==> config.mk <==
export PLATFORM = sky130hd
export DESIGN_NAME = ifetch_queue
export DESIGN_NICKNAME = d
export VERILOG_FILES = /design/src/rtl/ifetch_queue.sv
export SDC_FILE = /design/constraint.sdc
export NUM_CORES = 1
export LEC_CHECK = 0
export ABC_CLOCK_PERIOD_IN_PS = 4750
export BUFFER_PORTS_ARGS = -buffer_cell sky130_fd_sc_hd__buf_4
export CORE_MARGIN = 1
export CORE_UTILIZATION = 55
export CTS_BUF_LIST = sky130_fd_sc_hd__clkbuf_8
export CTS_CLUSTER_DIAMETER = 40
export DETAILED_ROUTE_END_ITERATION = 8
export HOLD_SLACK_MARGIN = 0.08
export PLACE_DENSITY = 0.87
export SETUP_SLACK_MARGIN = 0.15
export SLEW_MARGIN = 25
export SYNTH_ARGS = -nofsm -noshare
export SYNTH_HDL_FRONTEND = slang
export SYNTH_SLANG_ARGS = --single-unit
==> constraint.sdc <==
create_clock -name clk -period 4.75 [get_ports clk]
set_input_delay 0.475 -clock clk [delete_from_list [all_inputs] [get_ports clk]]
set_output_delay 0.475 -clock clk [all_outputs]
set_load 0.005 [all_outputs]
==> src/rtl/ifetch_queue.sv <==
// Instruction fetch unit: issues one word read at a time and buffers the
// returned {pc, inst} pairs in a small circular queue that feeds the decoder.
module ifetch_queue #(
    parameter int unsigned QUEUE_DEPTH = 4,
    parameter logic [31:0] RESET_PC    = 32'h0
) (
    input  logic        clk,
    input  logic        rst_in,
    input  logic        rdy_in,
    input  logic        flush,
    input  logic [31:0] flush_pc,
    input  logic        dec_redirect,
    input  logic [31:0] dec_redirect_pc,
    input  logic        dec_ready,
    output logic        if2dec,
    output logic [31:0] pc_out,
    output logic [31:0] inst_out,
    output logic        mem_req,
    output logic [31:0] mem_addr,
    input  logic        mem_valid,
    input  logic [31:0] mem_inst
);
    localparam int unsigned PTR_W = $clog2(QUEUE_DEPTH);
    localparam int unsigned CNT_W = PTR_W + 1;

    // state  | meaning
    // S_IDLE | no request outstanding
    // S_WAIT | request outstanding, response will be queued
    // S_DROP | request outstanding, response is stale and will be discarded
    typedef enum logic [1:0] {S_IDLE, S_WAIT, S_DROP} state_e;

    state_e           state_q, state_d;
    logic [31:0]      pc_q, pc_d;
    logic [31:0]      req_pc_q, req_pc_d;
    logic [PTR_W-1:0] head_q, head_d;
    logic [PTR_W-1:0] tail_q, tail_d;
    logic [CNT_W-1:0] count_q, count_d;
    logic [31:0]      qpc_q   [QUEUE_DEPTH];
    logic [31:0]      qinst_q [QUEUE_DEPTH];

    logic        redirect;
    logic [31:0] redirect_pc;
    logic        issue;
    logic        push;
    logic        pop;

    // Redirects and pops are frozen while the block is paused; responses are not.
    assign redirect    = rdy_in & (flush | dec_redirect);
    assign redirect_pc = flush ? flush_pc : dec_redirect_pc;
    assign issue       = (state_q == S_IDLE) & rdy_in & ~flush & ~dec_redirect
                         & (count_q < CNT_W'(QUEUE_DEPTH));
    assign push        = (state_q == S_WAIT) & mem_valid & ~redirect;
    assign pop         = if2dec;

    assign if2dec   = (count_q != '0) & dec_ready & rdy_in & ~flush & ~dec_redirect;
    assign pc_out   = qpc_q[head_q];
    assign inst_out = qinst_q[head_q];

    always_ff @(posedge clk or negedge rst_in) begin
        if (!rst_in) begin
            state_q <= S_IDLE;
        end else begin
            state_q <= state_d;
        end
    end

    always_comb begin
        state_d = state_q;
        unique case (state_q)
            S_IDLE: if (issue) state_d = S_WAIT;
            S_WAIT: begin
                if (mem_valid)     state_d = S_IDLE;
                else if (redirect) state_d = S_DROP;
            end
            S_DROP: if (mem_valid) state_d = S_IDLE;
            default: state_d = S_IDLE;
        endcase
    end

    always_comb begin
        mem_req  = (state_q == S_WAIT) | (state_q == S_DROP);
        mem_addr = req_pc_q;
    end

    always_comb begin
        pc_d     = pc_q;
        req_pc_d = req_pc_q;
        head_d   = head_q;
        tail_d   = tail_q;
        count_d  = count_q;
        if (issue) req_pc_d = pc_q;
        if (push)  pc_d     = req_pc_q + 32'd4;
        if (redirect) begin
            pc_d    = redirect_pc;
            head_d  = tail_q;
            count_d = '0;
        end else begin
            if (push) tail_d = tail_q + 1'b1;
            if (pop)  head_d = head_q + 1'b1;
            count_d = count_q + CNT_W'(push) - CNT_W'(pop);
        end
    end

    always_ff @(posedge clk or negedge rst_in) begin
        if (!rst_in) begin
            pc_q     <= RESET_PC;
            req_pc_q <= '0;
            head_q   <= '0;
            tail_q   <= '0;
            count_q  <= '0;
        end else begin
            pc_q     <= pc_d;
            req_pc_q <= req_pc_d;
            head_q   <= head_d;
            tail_q   <= tail_d;
            count_q  <= count_d;
        end
    end

    always_ff @(posedge clk or negedge rst_in) begin
        if (!rst_in) begin
            for (int i = 0; i < int'(QUEUE_DEPTH); i++) begin
                qpc_q[i]   <= '0;
                qinst_q[i] <= '0;
            end
        end else if (push) begin
            qpc_q[tail_q]   <= req_pc_q;
            qinst_q[tail_q] <= mem_inst;
        end
    end

endmodule

## After elaboration in Yosys (flattened, before gate mapping)

Cells that the tools add are included.
Widths: inputs -> output; s select.

| word-level totals | value |
|---|---|
| latch bits | 0 |
| word-level logic and storage cells | 74 |
| bits in registers | 329 |
| RAM bits | 0 |
| memories | 0 |
| bits in read-only memories | 0 |

| cells by class | value |
|---|---|
| $add $sub $neg | 5 |
| equal/unequal tests | 5 |
| bitwise logic cells | 18 |
| magnitude comparators | 4 |
| muxes and demuxes | 21 |
| reductions and logical operators | 7 |
| shift operators | 0 |
| $mul | 0 |
| divide/modulo/power cells | 0 |

Operators with widths:

| kind | number |
|---|---|
| $bwmux 128 | 2 |
| $mux 32 | 8 |
| $bmux 32 s2 | 2 |
| $demux 32 s2 | 1 |
| $add 32x3->32 const B | 1 |
| $mux 2 | 6 |
| $and 1x1->1 | 11 |
| $ge 3x3->1 const B | 2 |
| $not 2->3 | 2 |
| $pmux 2 s3 | 1 |
| $add 2x1->2 const B | 2 |
| $ne 2x2->1 const B | 2 |
| $reduce_bool 2->1 | 2 |
| $add 3x1->3 | 1 |
| $lt 3x1->1 const B | 1 |
| $lt 3x3->1 const B | 1 |
| $mux 3 | 1 |
| $ne 3x3->1 const B | 1 |
| $not 1->1 | 3 |
| $reduce_and 3->1 | 1 |
| $reduce_bool 3->1 | 1 |
| $sub 3x1->3 | 1 |
| $eq 2x1->1 const B | 1 |
| $eq 2x2->1 const B | 1 |
| 4 further kinds | 5 |

## Logic depth before layout (Yosys ltp)

Gate-level depths: netlist (run 1).

| logic depth | value |
|---|---|
| word-level depth | 7 |
| depth in mapped cells | 13 |
| gate-level depth less buffers | 13 |

## Worst setup path before layout (run 1)

No wires, ideal clock.

| timing | value |
|---|---|
| path type | input port to flip-flop |
| start | input port flush |
| end | register count_q[2] |
| stages | 12 |
| slack | 2.180 ns |
| arrival | 2.438 ns |
| path buffers | 1 |
| library setup time | 0.131 ns |
| path through | clkbuf_1 o21a_1 nor2_2 clkinv_1 ha_1 inv_1 ha_1 inv_1 fa_1 xor2_1 xnor2_1 nor2_1 |

| on the way | value |
|---|---|
| longest elaborated chain between the ends | 7 |
| elaborated cells on any way between the ends | 10 |
| classes of those cells | add/sub: 2; mux: 1; bitwise: 7 |

Ends and longest elaborated chain:

| what | line | source |
|---|---|---|
| from (decl) | 10 | `input logic flush,` |
| $or 1x1->1 | 48 | `assign redirect = rdy_in & (flush \| dec_redirect);` |
| $and 1x1->1 | 48 |  |
| $not 1->1 (no source line) | - |  |
| $and 1x1->1 | 52 | `assign push = (state_q == S_WAIT) & mem_valid & ~redirect;` |
| $add 3x1->3 | 100 | `count_d = count_q + CNT_W'(push) - CNT_W'(pop);` |
| $sub 3x1->3 | 100 |  |
| $mux 3 * | 93 | `if (redirect) begin` |
| net count_d[2] | 37 | `logic [CNT_W-1:0] count_q, count_d;` |
| to (signal assigned) | 116 | `count_q <= count_d;` |
| to (decl) | 37 |  |

The timed path passes the listed nets; every way through them passes the cells marked *.
A chain may end at the register's enable or synchronous reset.

## Worst setup path in the final report (run 1)

| timing | value |
|---|---|
| start | register state_q[1] |
| end | register count_q[2] |

| on the way | value |
|---|---|
| longest elaborated chain between the ends | 6 |

Ends and longest elaborated chain:

| what | line | source |
|---|---|---|
| from (decl) | 32 | `state_e state_q, state_d;` |
| from (signal assigned) | 63 | `state_q <= state_d;` |
| $eq 2x1->1 | 52 |  |
| $and 1x1->1 (2 in series) | 52 |  |
| $add 3x1->3 | 100 |  |
| $sub 3x1->3 | 100 |  |
| $mux 3 | 93 |  |
| net count_d[2] | 37 |  |

The timed path passes the listed nets, and every way through them passes these cells.

==> key figures, run 1 <==
Worst setup path
  – CP max stage delay: 0.41 ns
  – CP startpoint kind: register
  – Worst-path cell chain: inv_1, ha_1, nand2_1, nor2_2, buf_4, clkinv_1, ha_1, inv_1, ha_1, inv_1, fa_1, xor2_1, xnor2_1, nor2_1
  – CP Buf/Inv Count: 5
  – Critical Path RT: 5.21 ns
  – CP Data Arrival Time: 3.72 ns
  – Slowest CP cell: clkinv_1
  – Critical Path End Type: register
  – Kind of critical path: register to register
  – CP delay by family, top: adder cells
  – Highest fanout seen on the critical path: 14

Synthesis
  – Post-Syn Area per Cell: 14.7 um^2
  – Cells after Synth: 1031
  – Sequential area share after synthesis: 54.5%
  – Yosys warns: 0
  – Most used DFF post-synth: dfrtp_1
  – Post-synth ARST share: 100%
  – Syn_nets: 1146
  – Distinct cells, synth: 52
  – EDFF count, synth: 0
  – Post-Syn Area: 15100 um^2
  – Seq cells post-synth: 329

STA
  – Skew final: 0.0293 ns
  – Worst slew pin tran: 1.09 ns
  – Hold Vio Cnt, Final: 0
  – Minimum clock period: 3.26 ns
  – Tcrit/Tclk final: 68.5%
  – TNS Setup: 0 ns
  – RSZ-0062 raised after global routing: false
  – Slew Limit Fails: 0
  – Max Fclk: 307 MHz
  – Slew Limit Headroom: 27.5%
  – Setup violators final: 0

Placement
  – GPL Wtd Cong: 0.811
  – Hpwl dp: 20500 um
  – PortBufs: 200

Clock network
  – Clock sinks: 329
  – Total CTS buffers: 54
  – TritonCTS clock tree: built
  – Latest clock arrival within the worst-skew pair: 0.58 ns
  – Reg clk slew, reported paths: 0.06 ns
  – H-tree Lvls: 2
  – Clock root cell: clkbuf_8
  – Post-CTS sizing: 0
  – Clk buf depth: 3

GRT
  – GRT Total Usage: 24.6%
  – Vias in the first global route: 10100
  – Gr ovfl total: 0
  – Antenna violations before repair: 0
  – Global-route wire length before repair: 54400 um
  – Largest net degree at the start of global routing: 142

Detailed routing
  – Routed via count: 9586
  – DRT Pass-1 Iters: 5
  – Initial drt markers: 651
  – DRC viols: 0
  – Routed len/inst: 21.1 um
  – Total Wirelength: 33700 um
  – Vias/cell: 5.99
  – Detail Route Antenna Nets: 0

Finish
  – Layout area overhead: 19.3%
  – Commonest non-fill, non-tap cells in the layout: dfrtp_1, mux2_2, buf_4
  – Commonest non-fill, non-tap cell in the layout: dfrtp_1
  – Fraction of layout cells with a size suffix above 1: 51.0%
  – FILL cells: 1887
  – Final nets: 1332
  – Register Area: 8240 um^2
  – Antenna Cells: 0
  – Multi-input gate area: 6490 um^2

Floorplan
  – Rows: 60
  – Die X: 168 um
  – Core Region: 27000 um^2
  – Initial Utilization: 56.1%
  – DIE AREA: 28100 um^2
  – Vert. Die Dim: 168 um
  – I/O Pins: 201

Flow run
  – Max-Cap Viols: 0

Power and ir drop
  – Pwr dens: 635 nW/um^2
  – Tot Pwr: 11500 uW
  – Pleak: 0.00848 uW
  – Worst vdd ir: 0.265 mV

Min path
  – HP Class: input port to register

Outcome
  – Outcome: complete, no violations
## flip-flops by register name, indices dropped and copies added (netlist names)
register  cells
state_q       2
head_q        2
qinst_q     128
tail_q        2
count_q       3
mem_addr     32
pc_q         32
qpc_q       128
## final timing paths
path | from | end | slack [ns] | depth (start not counted)
min in group asynchronous | rst_in | qpc_q[37]$_DFFE_PN0P_ | 0.47 | 2
max reg2reg | state_q[1]$_DFFE_PN0P_ | count_q[2]$_DFF_PN0_ | 1.49 | 14
min | mem_inst[16] | qinst_q[16]$_DFFE_PN0P_ | 0.16 | 2
max | state_q[1]$_DFFE_PN0P_ | count_q[2]$_DFF_PN0_ | 1.49 | 14
min reg2reg | qpc_q[82]$_DFFE_PN0P_ | qpc_q[82]$_DFFE_PN0P_ | 0.48 | 2
max in group asynchronous | rst_in | qinst_q[105]$_DFFE_PN0P_ | 3.09 | 3
## cell families after synthesis
| family | after synthesis | share of synthesized area [%] |
|---|---|---|
| flip-flops | 329 | 54.5 |
| XOR/XNOR | 30 | 1.74 |
| buffers and inverters | 93 | 3.06 |
| AND/OR/NAND/NOR | 126 | 4.54 |
| AO/OA/AOI/OAI | 74 | 3.22 |
| adder cells (fa/ha/maj) | 12 | 1.04 |
| multiplexers | 367 | 31.9 |
## per-stage QoR
step           hold WS (ns)  area (um^2)  worst slack (ns)  cells  utilization [%]
6_report              0.159        18000              1.49   1599             66.9
5_1_grt               0.130        18000              1.29   1599             66.9
4_1_cts               0.121        18000              1.35   1597             66.6
3_5_place_dp          0.466        16800              1.46   1499             62.2
3_3_place_gp          0.456        16800              1.56   1499             62.2
2_1_floorplan         0.179        15100              2.18   1031                -
## metal layers
layer  vias to the layer above  GRT usage [%]  part of all wire [%]  routed length (um)
met5                         -              0                     0                   0
met4                         0           7.46                   2.3                 791
met3                        58           4.68                   5.6                1890
met2                       305           40.6                    50               16800
met1                      5039           33.3                    42               14300
li1                       4184              -                     -                   -
## report_power, final
group / switching, uW / internal, uW / total, uW / leakage (uW)
Clock: 1130 / 1520 / 2650 / 0.000656
Sequential: 1070 / 3990 / 5060 / 0.00418
Combinational: 1350 / 2390 / 3740 / 0.00365
## synth_stat cells (all sizes together), types with 7 or more instances
cell | number | area share, %
a211oi | 8 | 0.40
a221oi | 7 | 0.41
a31oi | 8 | 0.33
buf | 48 | 1.7
clkbuf | 34 | 1.1
dfrtp | 329 | 54
ha | 11 | 0.91
inv | 10 | 0.25
mux2 | 277 | 21
mux2i | 26 | 1.7
mux4 | 64 | 9.5
nand2 | 42 | 1.0
nand3 | 19 | 0.71
nand4 | 12 | 0.70
nor2 | 19 | 0.49
nor3 | 13 | 0.53
o21ai | 27 | 0.89
o221ai | 7 | 0.41
xnor2 | 9 | 0.52
xor2 | 21 | 1.2
## repair_timing
item,in CTS,in global routing
hold buffers,1,0
buffers inserted,0,0
hold endpoints to repair,84,0
setup endpoints to repair,0,0
## final cells by class
cell class                 count  area share [%]
timing repair buffer         212            9.11
multi-input combinational    609            36.0
clock inverter                28            1.32
inverter                      11           0.229
sequential                   329            45.7
tap                          341            2.37
clock buffer                  69            5.27
(Power assumes the default switching activity.)
==> run 2: changes to the inputs <==
--- a/config.mk
+++ b/config.mk
@@ -5,7 +5,7 @@
 export SDC_FILE = /design/constraint.sdc
 export NUM_CORES = 1
 export LEC_CHECK = 0
-export ABC_CLOCK_PERIOD_IN_PS = 4750
+export ABC_CLOCK_PERIOD_IN_PS = 3200
 export BUFFER_PORTS_ARGS = -buffer_cell sky130_fd_sc_hd__buf_4
 export CORE_MARGIN = 1
 export CORE_UTILIZATION = 55
==> constraint.sdc (replaced) <==
create_clock -name clk -period 3.2 [get_ports clk]
set_input_delay 0.32 -clock clk [delete_from_list [all_inputs] [get_ports clk]]
set_output_delay 0.32 -clock clk [all_outputs]
set_load 0.005 [all_outputs]
==> key figures, run 2 (synthesis results as in run 1) <==
Floorplan
  – DIE AREA: 28100 um^2 (unchanged)
  – Vert. Die Dim: 168 um (unchanged)
  – Initial Utilization: 56.1% (unchanged)
  – Rows: 60 (unchanged)
  – Core Region: 27000 um^2 (unchanged)
  – Die X: 168 um (unchanged)
  – I/O Pins: 201 (unchanged)

Clock network
  – Clock sinks: 329 (unchanged)
  – Reg clk slew, reported paths: 0.06 ns (about the same)
  – Clk buf depth: 3 (unchanged)
  – Post-CTS sizing: 0 (unchanged)
  – Setup bufs post-CTS: 0 (unchanged)
  – Latest clock arrival within the worst-skew pair: 0.58 ns (about the same)
  – Clock root cell: clkbuf_8 (unchanged)
  – TritonCTS clock tree: built (unchanged)
  – H-tree Lvls: 2 (unchanged)
  – Total CTS buffers: 54 (unchanged)

Finish
  – Fraction of layout cells with a size suffix above 1: 48.8% (was 51.0%)
  – Multi-input gate area: 6450 um^2 (was 6490 um^2)
  – Final nets: 1392 (was 1332)
  – Design area: 18600 um^2 (was 18000 um^2)
  – Non-filler cells, final: 1663 (was 1599)
  – Commonest non-fill, non-tap cell in the layout: dfrtp_1 (unchanged)
  – Register Area: 8240 um^2 (unchanged)
  – Largest regs: qinst_q (128), qpc_q (128) (unchanged)
  – FILL cells: 1802 (was 1887)
  – Fin util: 69.0% (was 66.9%)
  – Commonest non-fill, non-tap cells in the layout: dfrtp_1, mux2_2, buf_4 (unchanged)
  – Layout area overhead: 23.1% (was 19.3%)

GRT
  – Largest net degree at the start of global routing: 110 (was 142)
  – GRT Total Usage: 25.3% (was 24.6%)
  – Global-route wire length before repair: 55800 um (was 54400 um)
  – Gr ovfl total: 0 (unchanged)
  – Vias in the first global route: 10300 (was 10100)
  – Antenna violations before repair: 4 (was 0)

Detailed routing
  – Detail Route Antenna Nets: 0 (unchanged)
  – DRC viols: 0 (unchanged)
  – Total Wirelength: 34400 um (was 33700 um)
  – Routed via count: 9661 (was 9586)
  – Routed len/inst: 20.7 um (was 21.1 um)
  – Initial drt markers: 507 (was 651)
  – Vias/cell: 5.81 (was 5.99)
  – DRT Pass-1 Iters: 4 (was 5)

Min path
  – WHS Path Cells: 3 (was 2)
  – Worst hold start: flush_pc[0] (was mem_inst[16])
  – HP Class: input port to register (unchanged)

STA
  – Tcrit/Tclk final: 84.1%
  – Hold Vio Cnt, Final: 0 (unchanged)
  – RSZ-0062 raised after global routing: false (unchanged)
  – Slew Limit Fails: 0 (unchanged)
  – Worst slew pin tran: 0.837 ns (was 1.09 ns)
  – Max Fclk: 371 MHz
  – Minimum clock period: 2.69 ns
  – Setup violators final: 0 (unchanged)
  – Final hold slack: 0.0979 ns (was 0.159 ns)
  – TNS Setup: 0 ns (unchanged)
  – Slew Limit Headroom: 44.2% (was 27.5%)
  – Skew final: 0.0135 ns (was 0.0293 ns)

Worst setup path
  – R2r startpoint: state_q[1]$_DFFE_PN0P_ (unchanged)
  – Reg2reg path depth: 13 (was 14)
  – CP Data Arrival Time: 2.37 ns (was 3.72 ns)
  – CP delay by family, top: flip-flops (was adder cells)
  – Slowest CP cell: dfrtp_4 (was clkinv_1)
  – Kind of critical path: register to primary output (was register to register)
  – CP Buf/Inv Count: 2 (was 5)
  – Critical Path RT: 2.88 ns (was 5.21 ns)
  – Worst path depth: 3 (was 14)
  – CP max stage delay: 0.74 ns (was 0.41 ns)
  – Critical Path End Type: primary output (was register)
  – Highest fanout seen on the critical path: 25 (was 14)
  – Worst-path cell chain: buf_12, mux4_2, buf_4 (was inv_1, ha_1, nand2_1, nor2_2, buf_4, clkinv_1, ha_1, inv_1, ha_1, inv_1, fa_1, xor2_1, xnor2_1, nor2_1)
  – Crit. Startpoint: head_q[0]$_DFFE_PN0P_ (was state_q[1]$_DFFE_PN0P_)
  – CP startpoint kind: register (unchanged)

Placement
  – Cell Area, Placed: 17000 um^2 (was 16800 um^2)
  – Cells after DPL: 1512 (was 1499)
  – PortBufs: 200 (unchanged)
  – Hpwl dp: 21700 um (was 20500 um)
  – GPL Wtd Cong: 0.812 (was 0.811)

Flow run
  – Max-Cap Viols: 0 (unchanged)

Outcome
  – Outcome: complete, no violations (unchanged)

Power and ir drop
  – Pleak: 0.00882 uW (was 0.00848 uW)
  – Worst vdd ir: 0.377 mV (was 0.265 mV)
  – Pwr dens: 907 nW/um^2 (was 635 nW/um^2)
[run 2: power breakdown]
group / internal, uW / switching, uW / leakage, uW / total [uW]
Combinational: 3630 / 2090 / 0.00398 / 5720
Sequential: 5920 / 1500 / 0.00418 / 7430
Clock: 2080 / 1630 / 0.000655 / 3720
[run 2: timing repair]
item                                    4_1_cts  5_1_grt
hold buffers                                 50        0
endpoints found under the setup margin        0        0
endpoints found under the hold margin       243        0
[run 2: worst reg2reg max path: stages (launching register included)]
cell and delay, ns:
dfrtp_1 0.38, inv_1 0.12, ha_1 0.23, nand2_1 0.10, nor2_2 0.11, clkinv_1 0.09, ha_1 0.27, inv_1 0.06
ha_1 0.15, inv_1 0.06, fa_1 0.37, xor2_1 0.17, xnor2_1 0.14, nor2_1 0.05
[run 2: cell type report]
cell class                 instances  share of cell area [%]
multi-input combinational        609                    34.7
inverter                          11                   0.222
clock buffer                      65                    4.81
timing repair buffer             272                    12.4
sequential                       329                    44.3
tap                              341                    2.29
antenna                            2                  0.0269
clock inverter                    34                    1.24
[run 2: metal layers]
| metal | GRT usage, % | share of wire [%] | vias up |
|---|---|---|---|
| met3 | 5.25 | 5.0 | 45 |
| met5 | 0 | 0.073 | - |
| met2 | 42.1 | 50 | 260 |
| met4 | 6.74 | 1.7 | 4 |
| li1 | - | - | 4316 |
| met1 | 34.0 | 43 | 5036 |
[run 2: worst paths after layout]
kind / endpoint / slack, ns
max in group asynchronous: head_q[0]$_DFFE_PN0P_ / 1.88
min in group asynchronous: qinst_q[52]$_DFFE_PN0P_ / 0.42
worst min register to register: qpc_q[88]$_DFFE_PN0P_ / 0.48
worst max register to register: count_q[2]$_DFF_PN0_ / 0.79
worst max-delay path: inst_out[5] / 0.51
worst min-delay path: pc_q[0]$_DFFE_PN0P_ / 0.1
[run 2: stage by stage]
| stage | power [uW] | setup WS (ns) |
|---|---|---|
| after CTS | 17000 | 0.431 |
| after global routing | 17800 | 0.367 |
| after detailed placement | 13200 | 0.485 |
| after global placement | 12800 | 0.633 |
| final | 16900 | 0.508 |
| after floorplan | 10600 | 0.653 |
==> run 3: changes to the inputs <==
--- a/config.mk
+++ b/config.mk
@@ -5,7 +5,8 @@
 export SDC_FILE = /design/constraint.sdc
 export NUM_CORES = 1
 export LEC_CHECK = 0
-export ABC_CLOCK_PERIOD_IN_PS = 3200
+export ABC_AREA = 1
+export ABC_CLOCK_PERIOD_IN_PS = 2800
 export BUFFER_PORTS_ARGS = -buffer_cell sky130_fd_sc_hd__buf_4
 export CORE_MARGIN = 1
 export CORE_UTILIZATION = 55
==> constraint.sdc (replaced) <==
create_clock -name clk -period 2.8 [get_ports clk]
set_input_delay 0.28 -clock clk [delete_from_list [all_inputs] [get_ports clk]]
set_output_delay 0.28 -clock clk [all_outputs]
set_load 0.005 [all_outputs]
==> key figures, run 3 <==
Outcome
  – Outcome: complete, no violations (unchanged)

Detailed routing
  – Routed via count: 13800 (was 9661)
  – Vias/cell: 5.62 (was 5.81)
  – DRT Pass-1 Iters: 5 (was 4)
  – Routed len/inst: 16.3 um (was 20.7 um)
  – Initial drt markers: 1245 (was 507)
  – DRC viols: 0 (unchanged)
  – Detail Route Antenna Nets: 0 (unchanged)
  – Total Wirelength: 40000 um (was 34400 um)

Finish
  – Fin util: 68.6% (was 69.0%)
  – Final nets: 2189 (was 1392)
  – Antenna Cells: 0 (was 2)
  – Non-filler cells, final: 2452 (was 1663)
  – Layout area overhead: 22.3% (was 23.1%)
  – Commonest non-fill, non-tap cells in the layout: nand2_1, dfrtp_1, o21ai_1 (was dfrtp_1, mux2_2, buf_4)
  – Largest regs: qinst_q (128), qpc_q (128) (unchanged)
  – Commonest non-fill, non-tap cell in the layout: nand2_1 (was dfrtp_1)
  – Fraction of layout cells with a size suffix above 1: 15.5% (was 48.8%)

Clock network
  – Clk buf depth: 3 (unchanged)
  – Total CTS buffers: 54 (unchanged)
  – Latest clock arrival within the worst-skew pair: 0.59 ns (was 0.58 ns)
  – Clock sinks: 329 (unchanged)
  – Setup bufs post-CTS: 0 (unchanged)
  – Reg clk slew, reported paths: 0.07 ns (was 0.06 ns)
  – Clock root cell: clkbuf_8 (unchanged)
  – H-tree Lvls: 2 (unchanged)
  – TritonCTS clock tree: built (unchanged)

STA
  – Hold Vio Cnt, Final: 0 (unchanged)
  – Final Worst Setup Slack: 0.265 ns (was 0.508 ns)
  – RSZ-0062 raised after global routing: false (unchanged)
  – Setup violators final: 0 (unchanged)
  – Minimum clock period: 2.54 ns
  – Slew Limit Fails: 0 (unchanged)
  – TNS Setup: 0 ns (unchanged)
  – Skew final: 0.0340 ns (was 0.0135 ns)
  – Max Fclk: 394 MHz
  – Slew Limit Headroom: 43.6% (was 44.2%)
  – Tcrit/Tclk final: 90.6%
  – Worst slew pin tran: 0.845 ns (was 0.837 ns)

GRT
  – Vias in the first global route: 13400 (was 10300)
  – Largest net degree at the start of global routing: 129 (was 110)
  – Antenna violations before repair: 0 (was 4)
  – Global-route wire length before repair: 65300 um (was 55800 um)
  – Gr ovfl total: 0 (unchanged)
  – GRT Total Usage: 28.8% (was 25.3%)

Placement
  – Post-Place Setup Slack: 0.275 ns (was 0.485 ns)
  – GPL Wtd Cong: 0.918 (was 0.812)
  – Cells after DPL: 2317 (was 1512)
  – Hpwl dp: 25600 um (was 21700 um)
  – PortBufs: 200 (unchanged)

Worst setup path
  – Crit. Startpoint: head_q[1]$_DFFE_PN0P_ (was head_q[0]$_DFFE_PN0P_)
  – R2r startpoint: count_q[1]$_DFF_PN0_ (was state_q[1]$_DFFE_PN0P_)
  – CP endpoint: pc_out[18] (was inst_out[5])
  – CP max stage delay: 0.42 ns (was 0.74 ns)
  – CP Buf/Inv Count: 3 (was 2)
  – Critical Path End Type: primary output (unchanged)
  – Worst path depth: 5 (was 3)
  – CP startpoint kind: register (unchanged)
  – R2R Path End: count_q[2]$_DFF_PN0_ (unchanged)
  – CP Data Arrival Time: 2.26 ns (was 2.37 ns)
  – Critical Path RT: 2.52 ns (was 2.88 ns)
  – CP delay by family, top: buffers and inverters (was flip-flops)
  – Kind of critical path: register to primary output (unchanged)
  – Slowest CP cell: inv_2 (was dfrtp_4)
  – Worst-path cell chain: inv_2, buf_12, o21ai_0, o22ai_1, buf_4 (was buf_12, mux4_2, buf_4)
  – Reg2reg path depth: 10 (was 13)
  – R2R Setup Slk: 0.34 ns (was 0.79 ns)
  – Highest fanout seen on the critical path: 27 (was 25)

Min path
  – HP Class: input port to register (unchanged)

Floorplan
  – Core Region: 27000 um^2 (about the same)
  – Die X: 168 um (about the same)
  – Initial Utilization: 56.1% (about the same)
  – I/O Pins: 201 (unchanged)
  – Rows: 60 (unchanged)
  – DIE AREA: 28200 um^2 (was 28100 um^2)
  – Vert. Die Dim: 168 um (about the same)

Synthesis
  – Mux share of post-synthesis cell area: 0% (was 31.9%)
  – Seq cells post-synth: 329 (unchanged)
  – Yosys warns: 0 (unchanged)
  – Post-synth ARST share: 100% (unchanged)
  – Sequential area share after synthesis: 54.3% (was 54.5%)
  – Simple-Gate Fraction of Synth Area: 18.4% (was 4.54%)
  – Post-Syn Area: 15200 um^2 (was 15100 um^2)
  – Post-Syn Area per Cell: 8.11 um^2 (was 14.7 um^2)
  – Most used DFF post-synth: dfrtp_1 (unchanged)
  – Largest family of logic cells by synthesized area: compound AO/OA/AOI/OAI gates (was multiplexers)
  – Cells after Synth: 1868 (was 1031)
  – Adder-cell share of the synthesized area: 1.04% (about the same)
  – Top cells by area, synth: dfrtp_1, nand2_1, o21ai_1, nor2_1, o21ai_0 (was dfrtp_1, mux2_2, mux4_2, mux2i_1, buf_2)
  – Compound-Gate Fraction of Synth Area: 19.3% (was 3.22%)
  – Most common cell in the synthesized netlist: nand2_1 (was dfrtp_1)
  – EDFF count, synth: 0 (unchanged)
  – Post-synthesis cell type with the largest combined area: dfrtp_1 (unchanged)
  – Yosys top cell area share: 54.3% (was 54.5%)
  – Synth Area in XOR/XNOR: 0.462% (was 1.74%)
  – Commonest cells in the netlist: nand2_1, dfrtp_1, o21ai_1 (was dfrtp_1, mux2_2, mux4_2)
  – Distinct cells, synth: 31 (was 52)
  – Syn_nets: 1983 (was 1146)

Power and ir drop
  – Switching share of power: 37.9% (was 31.0%)
  – Net Sw Power: 7840 uW (was 5230 uW)
  – Worst vdd ir: 0.575 mV (was 0.377 mV)
  – Pleak: 0.00925 uW (was 0.00882 uW)
  – Cell-internal power: 12800 uW (was 11600 uW)
  – Seq pwr share: 39.4% (was 44.0%)
  – Comb pwr share: 39.1% (was 33.9%)
  – Pwr dens: 1120 nW/um^2 (was 907 nW/um^2)
  – Clock share of power: 21.4% (was 22.0%)
  – Tot Pwr: 20700 uW (was 16900 uW)

Flow run
  – Max-Cap Viols: 0 (unchanged)
## run 3: stage by stage
stage / hold slack, ns / instance area (um^2)
2_1_floorplan: -0.0156 / 15200
3_3_place_gp: 0.315 / 17000
3_5_place_dp: 0.322 / 17000
4_1_cts: 0.105 / 18500
5_1_grt: 0.131 / 18500
6_report: 0.120 / 18500
## run 3: repair_timing
action                                  4_1_cts  5_1_grt
gates resized for setup                       0        3
endpoints found under the setup margin        0        8
hold buffers                                 42        0
hold endpoints to repair                    206        0
## run 3: worst min path at each step
stage | startpoint | end | slack (ns) | cells after the start
2_1_floorplan | rst_in | count_q[0]$_DFF_PN0_ | -0.02 | 0
3_3_place_gp | rst_in | qinst_q[27]$_DFFE_PN0P_ | 0.31 | 1
3_5_place_dp | rst_in | qinst_q[27]$_DFFE_PN0P_ | 0.32 | 1
4_1_cts | dec_redirect_pc[20] | pc_q[20]$_DFFE_PN0P_ | 0.10 | 7
5_1_grt | dec_redirect_pc[20] | pc_q[20]$_DFFE_PN0P_ | 0.13 | 7
6_report | dec_redirect_pc[20] | pc_q[20]$_DFFE_PN0P_ | 0.12 | 7
## run 3: cells by family after synthesis
| logic type | after synthesis |
|---|---|
| AOI/OAI and AO/OA | 556 |
| xor gates and xnor gates | 8 |
| adders and majority gates | 12 |
| buffers and inverters | 239 |
| DFF | 329 |
| and+or+nand+nor | 724 |
## run 3: final cells by class
class	count	area, um^2
clock buffer	61	840
inverter	116	440
tap	341	427
multi-input combinational	1300	5970
fill	2105	8480
clock inverter	32	300
timing repair buffer	273	2330
sequential	329	8240
## run 3: power by group through the flow
| stage | Clock, uW | Combinational [uW] | Sequential [uW] |
|---|---|---|---|
| 2_1_floorplan | 0 | 4770 | 7820 |
| 3_3_place_gp | 0 | 7680 | 8060 |
| 3_5_place_dp | 0 | 8000 | 8170 |
| 4_1_cts | 4500 | 8090 | 8120 |
| 5_1_grt | 4710 | 9060 | 8380 |
| 6_report | 4430 | 8100 | 8160 |
## run 3: layer usage
| metal | share of wire, % | vias up | routed length (um) | GRT usage [%] |
|---|---|---|---|---|
| li1 | - | 6549 | - | - |
| met1 | 42 | 6558 | 16800 | 38.3 |
| met2 | 47 | 579 | 18800 | 46.1 |
| met3 | 7.9 | 98 | 3180 | 6.11 |
| met4 | 3.1 | 0 | 1230 | 11.4 |
| met5 | 0 | - | 0 | 0 |
## run 3: tightest hold or removal path, cell delays in order
cell     delay, ns
buf_4         0.07
nand2_1       0.04
nand2_1       0.05
nand2_1       0.05
nand2_1       0.05
a21oi_1       0.03
nor2_1        0.09
